`config.mk`:
```
export PLATFORM = sky130hd
export DESIGN_NAME = uart_byte_rx
export DESIGN_NICKNAME = d
export VERILOG_FILES = /design/src/rtl/uart_byte_rx.sv
export SDC_FILE = /design/constraint.sdc
export NUM_CORES = 1
export LEC_CHECK = 0
export CELL_PAD_IN_SITES_DETAIL_PLACEMENT = 0
export CELL_PAD_IN_SITES_GLOBAL_PLACEMENT = 1
export CORE_MARGIN = 2
export CORE_UTILIZATION = 49
export CTS_BUF_LIST = sky130_fd_sc_hd__clkbuf_4
export DETAILED_ROUTE_END_ITERATION = 8
export GPL_TIMING_DRIVEN = 0
export PLACE_DENSITY = 0.86
export SLEW_MARGIN = 0
export SYNTH_ARGS = -nofsm -noshare
export SYNTH_HDL_FRONTEND = slang
export SYNTH_SLANG_ARGS = --single-unit
```
`constraint.sdc`:
```
create_clock -name clk -period 2.4 [get_ports clk]
set_clock_uncertainty 0.1 [all_clocks]
set_input_delay 0.24 -clock clk [delete_from_list [all_inputs] [get_ports clk]]
set_output_delay 0.24 -clock clk [all_outputs]
set_load 0.005 [all_outputs]
```
`src/rtl/uart_byte_rx.sv`:
```
// 8N1 UART byte receiver: start-bit validation at half bit, mid-bit sampling,
// stop-bit check with break recovery, and idle-gap detection after a byte.
`timescale 1ns/1ps
module uart_byte_rx #(
  parameter int CLK_DIV  = 868,
  parameter int GAP_BITS = 20
) (
  input  logic       clk,
  input  logic       rst_n,
  input  logic       uart_rxd,
  output logic [7:0] frame_data_in,
  output logic       frame_data_ena,
  output logic       frame_err,
  output logic       frame_gap,
  output logic       busy,
  output logic [2:0] dbg_state_o
);

  localparam int CNT_W = $clog2(CLK_DIV);
  localparam int GAP_W = $clog2(GAP_BITS * CLK_DIV + 1);
  localparam logic [CNT_W-1:0] HALF_M1 = CNT_W'(CLK_DIV / 2 - 1);
  localparam logic [CNT_W-1:0] FULL_M1 = CNT_W'(CLK_DIV - 1);
  localparam logic [GAP_W-1:0] GAP_M1  = GAP_W'(GAP_BITS * CLK_DIV - 1);
  localparam logic [GAP_W-1:0] GAP_MAX = GAP_W'(GAP_BITS * CLK_DIV);

  typedef enum logic [2:0] {
    IDLE      = 3'd0,
    START     = 3'd1,
    DATA      = 3'd2,
    STOP      = 3'd3,
    WAIT_HIGH = 3'd4
  } state_t;

  state_t           state_q, state_d;
  logic [CNT_W-1:0] cnt_q, cnt_d;
  logic [2:0]       idx_q, idx_d;
  logic [7:0]       shift_q, shift_d;
  logic [7:0]       data_q, data_d;
  logic             ena_q, ena_d;
  logic             err_q, err_d;
  logic             gap_q, gap_d;
  logic [GAP_W-1:0] gap_cnt_q, gap_cnt_d;
  logic             armed_q, armed_d;
  logic             rxd_meta_q, rxd_s_q, rxd_d_q;

  // The line idles high, so the synchronizer resets to 1 to avoid a false start edge.
  always_ff @(posedge clk or negedge rst_n) begin
    if (!rst_n) begin
      rxd_meta_q <= 1'b1;
      rxd_s_q    <= 1'b1;
      rxd_d_q    <= 1'b1;
    end else begin
      rxd_meta_q <= uart_rxd;
      rxd_s_q    <= rxd_meta_q;
      rxd_d_q    <= rxd_s_q;
    end
  end

  always_ff @(posedge clk or negedge rst_n) begin
    if (!rst_n) begin
      state_q   <= IDLE;
      cnt_q     <= '0;
      idx_q     <= '0;
      shift_q   <= '0;
      data_q    <= '0;
      ena_q     <= 1'b0;
      err_q     <= 1'b0;
      gap_q     <= 1'b0;
      gap_cnt_q <= '0;
      armed_q   <= 1'b0;
    end else begin
      state_q   <= state_d;
      cnt_q     <= cnt_d;
      idx_q     <= idx_d;
      shift_q   <= shift_d;
      data_q    <= data_d;
      ena_q     <= ena_d;
      err_q     <= err_d;
      gap_q     <= gap_d;
      gap_cnt_q <= gap_cnt_d;
      armed_q   <= armed_d;
    end
  end

  // Strobes come from the STOP branch (ena/err) or the IDLE branch (gap) only,
  // so at most one of them is set for any given cycle.
  always_comb begin
    state_d   = state_q;
    cnt_d     = cnt_q + CNT_W'(1);
    idx_d     = idx_q;
    shift_d   = shift_q;
    data_d    = data_q;
    ena_d     = 1'b0;
    err_d     = 1'b0;
    gap_d     = 1'b0;
    gap_cnt_d = gap_cnt_q;
    armed_d   = armed_q;
    case (state_q)
      IDLE: begin
        cnt_d = '0;
        if (rxd_d_q && !rxd_s_q) begin
          state_d   = START;
          gap_cnt_d = '0;
        end else if (rxd_s_q) begin
          if (gap_cnt_q != GAP_MAX) gap_cnt_d = gap_cnt_q + GAP_W'(1);
          if (armed_q && (gap_cnt_q == GAP_M1)) begin
            gap_d   = 1'b1;
            armed_d = 1'b0;
          end
        end
      end
      START: begin
        if (cnt_q == HALF_M1) begin
          cnt_d   = '0;
          idx_d   = '0;
          state_d = rxd_s_q ? IDLE : DATA;
        end
      end
      DATA: begin
        if (cnt_q == FULL_M1) begin
          cnt_d   = '0;
          shift_d = {rxd_s_q, shift_q[7:1]};
          idx_d   = idx_q + 3'd1;
          if (idx_q == 3'd7) state_d = STOP;
        end
      end
      STOP: begin
        if (cnt_q == FULL_M1) begin
          cnt_d = '0;
          if (rxd_s_q) begin
            data_d  = shift_q;
            ena_d   = 1'b1;
            armed_d = 1'b1;
            state_d = IDLE;
          end else begin
            err_d   = 1'b1;
            state_d = WAIT_HIGH;
          end
        end
      end
      WAIT_HIGH: begin
        cnt_d = '0;
        if (rxd_s_q) state_d = IDLE;
      end
      default: begin
        cnt_d   = '0;
        state_d = IDLE;
      end
    endcase
  end

  assign frame_data_in  = data_q;
  assign frame_data_ena = ena_q;
  assign frame_err      = err_q;
  assign frame_gap      = gap_q;
  assign busy           = (state_q != IDLE);
  assign dbg_state_o    = state_q;

endmodule

```
Word level (Yosys, flattened, before mapping)

Index checks and enable logic that the tools add are counted.

Memory bits (writable): 0
ROM bits: 0
Output and inout port bits: 15
Register bits after elaboration: 54
Memories: 0
Latch bits: 0

Reductions and logical operators: 16
Divide/modulo/power cells: 0
Add/subtract/negate cells: 3
Bitwise gates (word level): 0
Equality and inequality tests: 19
Mux-type cells: 34
$lt $le $gt $ge: 0
Shifts and indexed selects: 0
$mul: 0

Operators with widths:

| operator                                                          | number |
|---|---|
| 15-bit 2-to-1 mux                                                 | 3 |
| 3-bit 2-to-1 mux                                                  | 9 |
| 10-bit 2-to-1 mux                                                 | 2 |
| 2-bit inequality test (second input constant)                     | 10 |
| 10-bit case mux with 2 select lines                               | 1 |
| 15-bit by 1-bit adder with 15-bit output (second input constant)  | 1 |
| 15-bit == test (second input constant)                            | 1 |
| 1-bit 2-to-1 mux                                                  | 15 |
| 15-bit inequality test (second input constant)                    | 1 |
| 3-bit case mux with 5 select lines                                | 1 |
| 6-bit AND reduction                                               | 2 |
| 10-bit by 1-bit adder with 10-bit output (second input constant)  | 1 |
| 10-bit == test (second input constant)                            | 1 |
| 10-bit by 9-bit == test with 1-bit output (second input constant) | 1 |
| 3-bit AND reduction                                               | 3 |
| 2-bit nonzero test                                                | 4 |
| 3-bit by 2-bit == test with 1-bit output (second input constant)  | 2 |
| 3-bit == test (second input constant)                             | 2 |
| 3-bit case mux with 2 select lines                                | 1 |
| 3-bit by 1-bit adder with 3-bit output (second input constant)    | 1 |
| 3-bit by 1-bit == test with 1-bit output (second input constant)  | 1 |
| 3-bit zero test                                                   | 1 |
| 3-bit nonzero test                                                | 1 |
| 1-bit logical AND                                                 | 2 |
| other kinds (5)                                                   | 5 |

Logic depth before layout (Yosys ltp)

Gate-level depths: netlist of the first run.

Depth after elaboration: 6
Gate-level depth with buffers: 6
Mapped depth without buffers: 6

Least setup slack after synthesis of the first run

No wires, ideal clock.

Path kind: flip-flop to flip-flop
From: register cnt_q[0]
To: register shift_q[0]
Clock period less this slack: 2.128 ns
Path buffers: 1
Stages on the path, launching flop included: 7
Arrival: 1.901 ns
Library setup time: 0.128 ns
Slack: 0.272 ns
Cells stage by stage: dfrtp_1 > ha_1 > and4bb_2 > nand4_4 > or3_1 > buf_2 > mux2_1

Longest elaborated chain between the ends: 2

RTL lines:

| element                              | line | source |
|---|---|---|
| from (decl)                          | 35   | `logic [CNT_W-1:0] cnt_q, cnt_d;` |
| from (signal assigned)               | 73   | `cnt_q <= cnt_d;` |
| 10-bit == test                       | 120  | `if (cnt_q == FULL_M1) begin` |
| 2-bit AND reduction (no source line) | -    |  |
| to (signal assigned)                 | 75   | `shift_q <= shift_d;` |
| to (decl)                            | 37   | `logic [7:0] shift_q, shift_d;` |

No other way between the ends.
A chain may end at the register's enable or synchronous reset.

Worst setup path after layout of the first run

From: register cnt_q[1]
To: register shift_q[0]

Same word-level chain as after synthesis.

==> results of run 1 <==
-- state kept, by name (all words and copies together) (netlist names), 3 cells and up --
register / flops
gap_cnt_q: 15
cnt_q: 10
frame_data_in: 8
shift_q: 8
dbg_state_o: 3
idx_q: 3
-- final timing paths --
path,from,to,slack (ns),cells after the start
worst max register to register,cnt_q[1],shift_q[0],0.13,6
max in group asynchronous,rst_n,rxd_meta_q,1.32,3
worst min-delay path,uart_rxd,rxd_meta_q,0.18,1
min in group asynchronous,rst_n,gap_cnt_q[7],0.26,2
worst max-delay path,cnt_q[1],shift_q[0],0.13,6
worst min register to register,rxd_meta_q,rxd_s_q,0.27,0
-- worst register-to-register path: stages, from the launching register on --
cell and delay (ns):
dfrtp_2 0.44, ha_2 0.26, and4bb_2 0.30, nand4_4 0.18, or3_1 0.38, buf_2 0.19, mux2_1 0.32
-- cells by family (layout without fill, tap and decap cells) --
| kind of cell | after synthesis | count (layout) | share of synthesized area |
|---|---|---|---|
| simple gates | 102 | 102 | 0.2296 |
| flops | 54 | 54 | 0.5202 |
| mux | 18 | 18 | 0.07733 |
| fa+ha+maj | 6 | 6 | 0.02882 |
| xor+xnor | 15 | 15 | 0.05043 |
| buf+inv | 16 | 46 | 0.02738 |
| compound gates | 26 | 26 | 0.06628 |
-- placed cells by master (no fill, tap or decap), drive strengths merged, types with 3 or more instances in the layout --
cell and count:
nor4b 3, o31ai 3, inv 7, or3 4, a221o 3, xor2 10
nand2 17, clkbuf 10, nor2 19, mux2 17, nand4 10, ha 6
a21oi 8, nand3 9, dfrtp 51, xnor2 5, dfstp 3, and3 4
clkdlybuf4s50 16, o21ai 5, nor3 9, and2 3, buf 9, nor2b 5
nor4 5
-- metal layers --
metal | up-vias | part of all wire | track usage | wire (um)
li1 | 915 | - | - | -
met1 | 913 | 0.45 | 0.2339 | 2208
met2 | 23 | 0.51 | 0.3114 | 2528
met3 | 5 | 0.028 | 0.03529 | 137
met4 | 0 | 0.0089 | 0.04909 | 44
met5 | - | 0 | 0 | 0
-- layout make-up --
class	instances	area, um2	share of cell area
flip-flops and latches	54	1358	0.4493
multi-input cells	167	1181	0.3909
repair buffers	22	217.7	0.07205
well taps	70	87.58	0.02899
clock inverters	3	68.82	0.02277
plain buffers	9	45.04	0.01491
clock buffers	5	37.54	0.01242
inverters	7	26.28	0.008696
-- per-stage QoR --
stage                     cells    util
after floorplan             237       -
after global placement      324  0.5605
after detailed placement    325  0.5634
final                       337  0.5916
after CTS                   334  0.5865
after global routing        337  0.5916
-- report_power, final --
group          total [mW]  internal, mW  switching [mW]
clock network       0.612         0.326           0.286
registers            1.07         0.992          0.0800
logic               0.289         0.129           0.160
total                1.97          1.45           0.526
-- what timing repair did --
action                                  4_1_cts  5_1_grt
hold buffers                                  1        0
buffers inserted                              0        3
cloned                                        0        0
endpoints found under the setup margin        1       16
pin swaps                                     0        0
resized for setup                             1        2
hold endpoints to repair                     21        0
==> summary.md, run 1 <==
| Metric | Value |
|---|---|
| Least-Margin Pin Slew | `0.5520 ns` |
| Final net count | `275` |
| Syn-to-layout area delta | `15.99%` |
| Setup violations, final | `0` |
| CP max stage cell | `dfrtp_2` |
| Post-route DRC | `0` |
| Cells after synthesis | `237` |
| Most common cell in the netlist | `dfrtp_1` |
| Initial Util | `0.5100` |
| DR vias | `1856` |
| Top_reg_cell synth | `dfrtp_1` |
| Global-route wire length before repair | `8.618 mm` |
| Layout cell share with drive strength beyond 1 | `0.1723` |
| Worst-Skew Late Latency | `0.37 ns` |
| Antenna violations before repair | `0` |
| Outcome | `complete, no violations` |
| Static leakage | `1.304 nW` |
| H-tree levels | `2` |
| Yosys warning total | `0` |
| Final period utilization | `0.9457` |
| EDFF count, synth | `0` |
| CP max stage delay | `0.44 ns` |
| Rows | `26` |
| CP Data Arrival Time | `2.44 ns` |
| Die Span Y | `76.92 um` |
| Clock sink count | `54` |
| Global-route total usage across every layer | `0.1812` |
| Crit Path Category | `reg -> reg` |
| Register area share after synthesis | `0.5202` |
| Final worst setup slack | `0.1303 ns` |
| Pwr dens | `652.9 nW/um2` |
| Syn_area_per_cell | `10.99 um2` |
| Post-route cell area | `3022 um2` |
| Clock root buffer | `clkbuf_4` |
| Inserted Diodes | `0` |
| Pin count of the biggest net entering global routing | `34` |
| Fmax | `440.6 MHz` |
| Net count after synthesis | `246` |
| Worst hold slack | `0.1772 ns` |
| Normalized max-slew margin | `0.6268` |
| Total power | `1.973 mW` |
| Cell Chain, Critical Path | `ha_2 -> and4bb_2 -> nand4_4 -> or3_1 -> buf_2 -> mux2_1` |
| Largest cells by area after synthesis | `dfrtp_1 49%, mux2_2 6.9%, xor2_1 3.4%` |
| Startpoint Class | `flip-flop` |
| Max cap viols | `0` |
| Placed cell area | `2878 um2` |
| Top cell type by total area after synthesis | `dfrtp_1` |
| CP Buf/Inv Count | `1` |
| Fillers | `462` |
| Crit end category | `flip-flop` |
| DP HPWL | `3.481 mm` |
| Crit path required time | `2.57 ns` |
| Min Tclk post-route | `2.270 ns` |
| Die area | `5916 um2` |
| Placer Congestion | `0.7748` |
| ANT nets after route | `0` |
| DR vias/cell | `5.507` |
| CP top delay family | `simple AND/OR/NAND/NOR gates` |
| Post-synthesis register bit count | `54` |
| RSZ-0062 raised after global routing | `false` |
| Reg clk slew, reported paths | `0.15 ns` |
| Pre-CTS setup slack | `0.01878 ns` |
| Post-route setup TNS | `0 ns` |
| Synth top area share | `0.4899` |
| Grt total ovfl | `0` |
| Clock Tree Buf Depth | `2` |
| Initial DRC Count | `74` |
| Vias in the first global route | `1843` |
| I/O pins | `18` |
| Hold WC Path Type | `in -> reg` |
| DR WL/cell | `14.60 um` |
| Yosys cell types | `48` |
| DR pass1 iterations | `4` |
| VDD IR max | `512.8 uV` |
| Port buffer count | `17` |
| Synth Cell Area | `2605 um2` |
| Max Transition Viols Final | `0` |
| Die width | `76.92 um` |
| CTS Buf Count | `5` |
| Final WL | `4.919 mm` |
| Hold Vio Cnt, Final | `0` |
| Post-synth ARST share | `1.000` |
| TritonCTS clock tree | `built` |
| Core Region | `5107 um2` |
| Synth cell count leaders | `51 x dfrtp_1, 18 x nor2_1, 17 x nand2_1` |
| Worst-path fanout max | `8` |
Note: power is estimated with default switching activity, not from simulation.
==> inputs of run 2 (changes only) <==
--- a/config.mk
+++ b/config.mk
@@ -5,6 +5,7 @@
 export SDC_FILE = /design/constraint.sdc
 export NUM_CORES = 1
 export LEC_CHECK = 0
+export CAP_MARGIN = 20
 export CELL_PAD_IN_SITES_DETAIL_PLACEMENT = 0
 export CELL_PAD_IN_SITES_GLOBAL_PLACEMENT = 1
 export CORE_MARGIN = 2
==> run 2 against run 1 <==
Setup slack unchanged. Global-route usage unchanged. Final cell count stayed put. Critical path type unchanged. Via count unchanged. Sequential cell count unchanged. Largest power group unchanged. Hold slack is the same. Clock power about the same. Sequential share of layout area did not move. Combinational power barely moved.
==> summary.md, run 2 (same netlist as run 1, synthesis figures left out) <==
| Metric | Value |
|---|---|
| Reg clk slew, reported paths | `0.15 ns (about the same)` |
| Final period utilization | `0.9457 (unchanged)` |
| Pin count of the biggest net entering global routing | `34 (unchanged)` |
| GR Layer Usage met3 | `0.03529 (unchanged)` |
| CP max stage cell | `dfrtp_2` |
| DR WL/cell | `14.60 um (unchanged)` |
| DR vias/cell | `5.507 (unchanged)` |
| Top reg by flops | `gap_cnt_q` |
| Worst-path fanout max | `8 (unchanged)` |
| Grt total ovfl | `0 (unchanged)` |
| DR vias | `1856 (unchanged)` |
| Normalized max-slew margin | `0.6268 (unchanged)` |
| Most frequent cells in the layout | `49 x dfrtp_1, 18 x nor2_1, 17 x nand2_1, 16 x mux2_2, 16 x clkdlybuf4s50_1` |
| Clock root buffer | `clkbuf_4` |
| Vias in the first global route | `1843 (unchanged)` |
| Leading cell type in the layout, fill and taps excluded | `dfrtp_1` |
| Syn-to-layout area delta | `15.99% (unchanged)` |
| Crit end category | `flip-flop` |
| Rows | `26 (unchanged)` |
| Post-route cell area | `3022 um2 (unchanged)` |
| Die area | `5916 um2 (unchanged)` |
| Met1 global-route usage | `0.2339 (unchanged)` |
| Min Tclk post-route | `2.270 ns (unchanged)` |
| Startpoint Class | `flip-flop` |
| GR Util met2 | `0.3114 (unchanged)` |
| Final Util | `0.5916 (unchanged)` |
| CTS Buf Count | `5 (unchanged)` |
| Core Region | `5107 um2 (unchanged)` |
| Cell Chain, Critical Path | `ha_2 -> and4bb_2 -> nand4_4 -> or3_1 -> buf_2 -> mux2_1` |
| ANT nets after route | `0 (unchanged)` |
| CP max stage delay | `0.44 ns (about the same)` |
| Total power | `1.973 mW (unchanged)` |
| Busiest grt layer | `met2` |
| DR pass1 iterations | `4 (unchanged)` |
| Placer Congestion | `0.7748 (unchanged)` |
| Global-route wire length before repair | `8.618 mm (unchanged)` |
| Register Area | `1358 um2 (unchanged)` |
| Max Transition Viols Final | `0 (unchanged)` |
| TritonCTS clock tree | `built` |
| Placed cell area | `2878 um2 (unchanged)` |
| Initial DRC Count | `74 (unchanged)` |
| Max FFs per register | `15 (unchanged)` |
| VDD IR max | `512.8 uV (unchanged)` |
| RSZ-0062 raised after global routing | `false` |
| Inserted Diodes | `0 (unchanged)` |
| Port buffer count | `17 (unchanged)` |
| Clock Tree Buf Depth | `2 (unchanged)` |
| Antenna violations before repair | `0 (unchanged)` |
| Fmax | `440.6 MHz (unchanged)` |
| Max cap viols | `0 (unchanged)` |
| H-tree levels | `2 (unchanged)` |
| I/O pins | `18 (unchanged)` |
| Hold Vio Cnt, Final | `0 (unchanged)` |
| Global-route total usage across every layer | `0.1812 (unchanged)` |
| Crit path required time | `2.57 ns (about the same)` |
| Least-Margin Pin Slew | `0.5520 ns (unchanged)` |
| Clock sink count | `54 (unchanged)` |
| Post-route DRC | `0 (unchanged)` |
| Die width | `76.92 um (unchanged)` |
| Crit Path Category | `reg -> reg` |
| Setup violations, final | `0 (unchanged)` |
| Static leakage | `1.304 nW (unchanged)` |
| Fillers | `462 (unchanged)` |
| CP Data Arrival Time | `2.44 ns (about the same)` |
| Die Span Y | `76.92 um (unchanged)` |
| Pwr dens | `652.9 nW/um2 (unchanged)` |
| Final net count | `275 (unchanged)` |
| Layout cell share with drive strength beyond 1 | `0.1723 (unchanged)` |
| Hold WC Path Type | `in -> reg` |
| Worst-Skew Late Latency | `0.37 ns (about the same)` |
| Outcome | `complete, no violations` |
| FF-to-FF setup slack | `0.13 ns (about the same)` |
| Initial Util | `0.5100 (unchanged)` |
| Largest registers | `gap_cnt_q (15), cnt_q (10)` |
| Final WL | `4.919 mm (unchanged)` |
| DP HPWL | `3.481 mm (unchanged)` |
| Multi-input logic area | `1181 um2 (unchanged)` |
-- run 2: cell counts in the layout (fill, tap and decap cells not counted) --
No cell type changed its count.
-- run 2: power breakdown --
part	leakage (nW)	switching (mW)	total [mW]	internal (mW)
registers	0.720	0.0800	1.07	0.992
logic	0.528	0.160	0.289	0.129
clock network	0.0554	0.286	0.612	0.326
-- run 2: worst paths after layout --
path                            startpoint  cells past startpoint            to
worst max-delay path              cnt_q[1]                      6    shift_q[0]
worst min-delay path              uart_rxd                      1    rxd_meta_q
worst max register to register    cnt_q[1]                      6    shift_q[0]
worst min register to register  rxd_meta_q                      0       rxd_s_q
max in group asynchronous            rst_n                      3    rxd_meta_q
min in group asynchronous            rst_n                      2  gap_cnt_q[7]
-- run 2: cell type report --
type	count	share of cell area
multi-input cells	167	0.3909
clock inverters	3	0.02277
flip-flops and latches	54	0.4493
repair buffers	22	0.07205
inverters	7	0.008696
well taps	70	0.02899
clock buffers	5	0.01242
plain buffers	9	0.01491
-- run 2: repair_timing --
| item | CTS | global route |
|---|---|---|
| gates resized for setup | 1 | 2 |
| gates cloned | 0 | 0 |
| setup buffers | 0 | 3 |
| hold endpoints to repair | 21 | 0 |
| setup endpoints to repair | 1 | 16 |
| hold buffers | 1 | 0 |
-- run 2: per-layer routing --
| layer | wire (um) | vias up |
|---|---|---|
| li1 | - | 915 |
| met1 | 2208 | 913 |
| met2 | 2528 | 23 |
| met4 | 44 | 0 |
| met3 | 137 | 5 |
| met5 | 0 | - |
-- run 2: stage by stage --
step | TNS (ns) | setup WS, ns | hold slack [ns] | instances
2_1_floorplan | 0 | 0.2719 | -0.1556 | 237
3_3_place_gp | -31.81 | -0.6238 | 0.2453 | 324
3_5_place_dp | 0 | 0.01878 | 0.1543 | 325
4_1_cts | 0 | 0.04832 | 0.1728 | 334
5_1_grt | 0 | 0.01059 | 0.1506 | 337
6_report | 0 | 0.1303 | 0.1772 | 337
-- run 2: worst max-delay path: cells and delay by family, from the launching register on --
kind	cells	cell delay [ns]
simple gates	3	0.86
mux	1	0.32
flops	1	0.44
fa+ha+maj	1	0.26
buf+inv	1	0.19
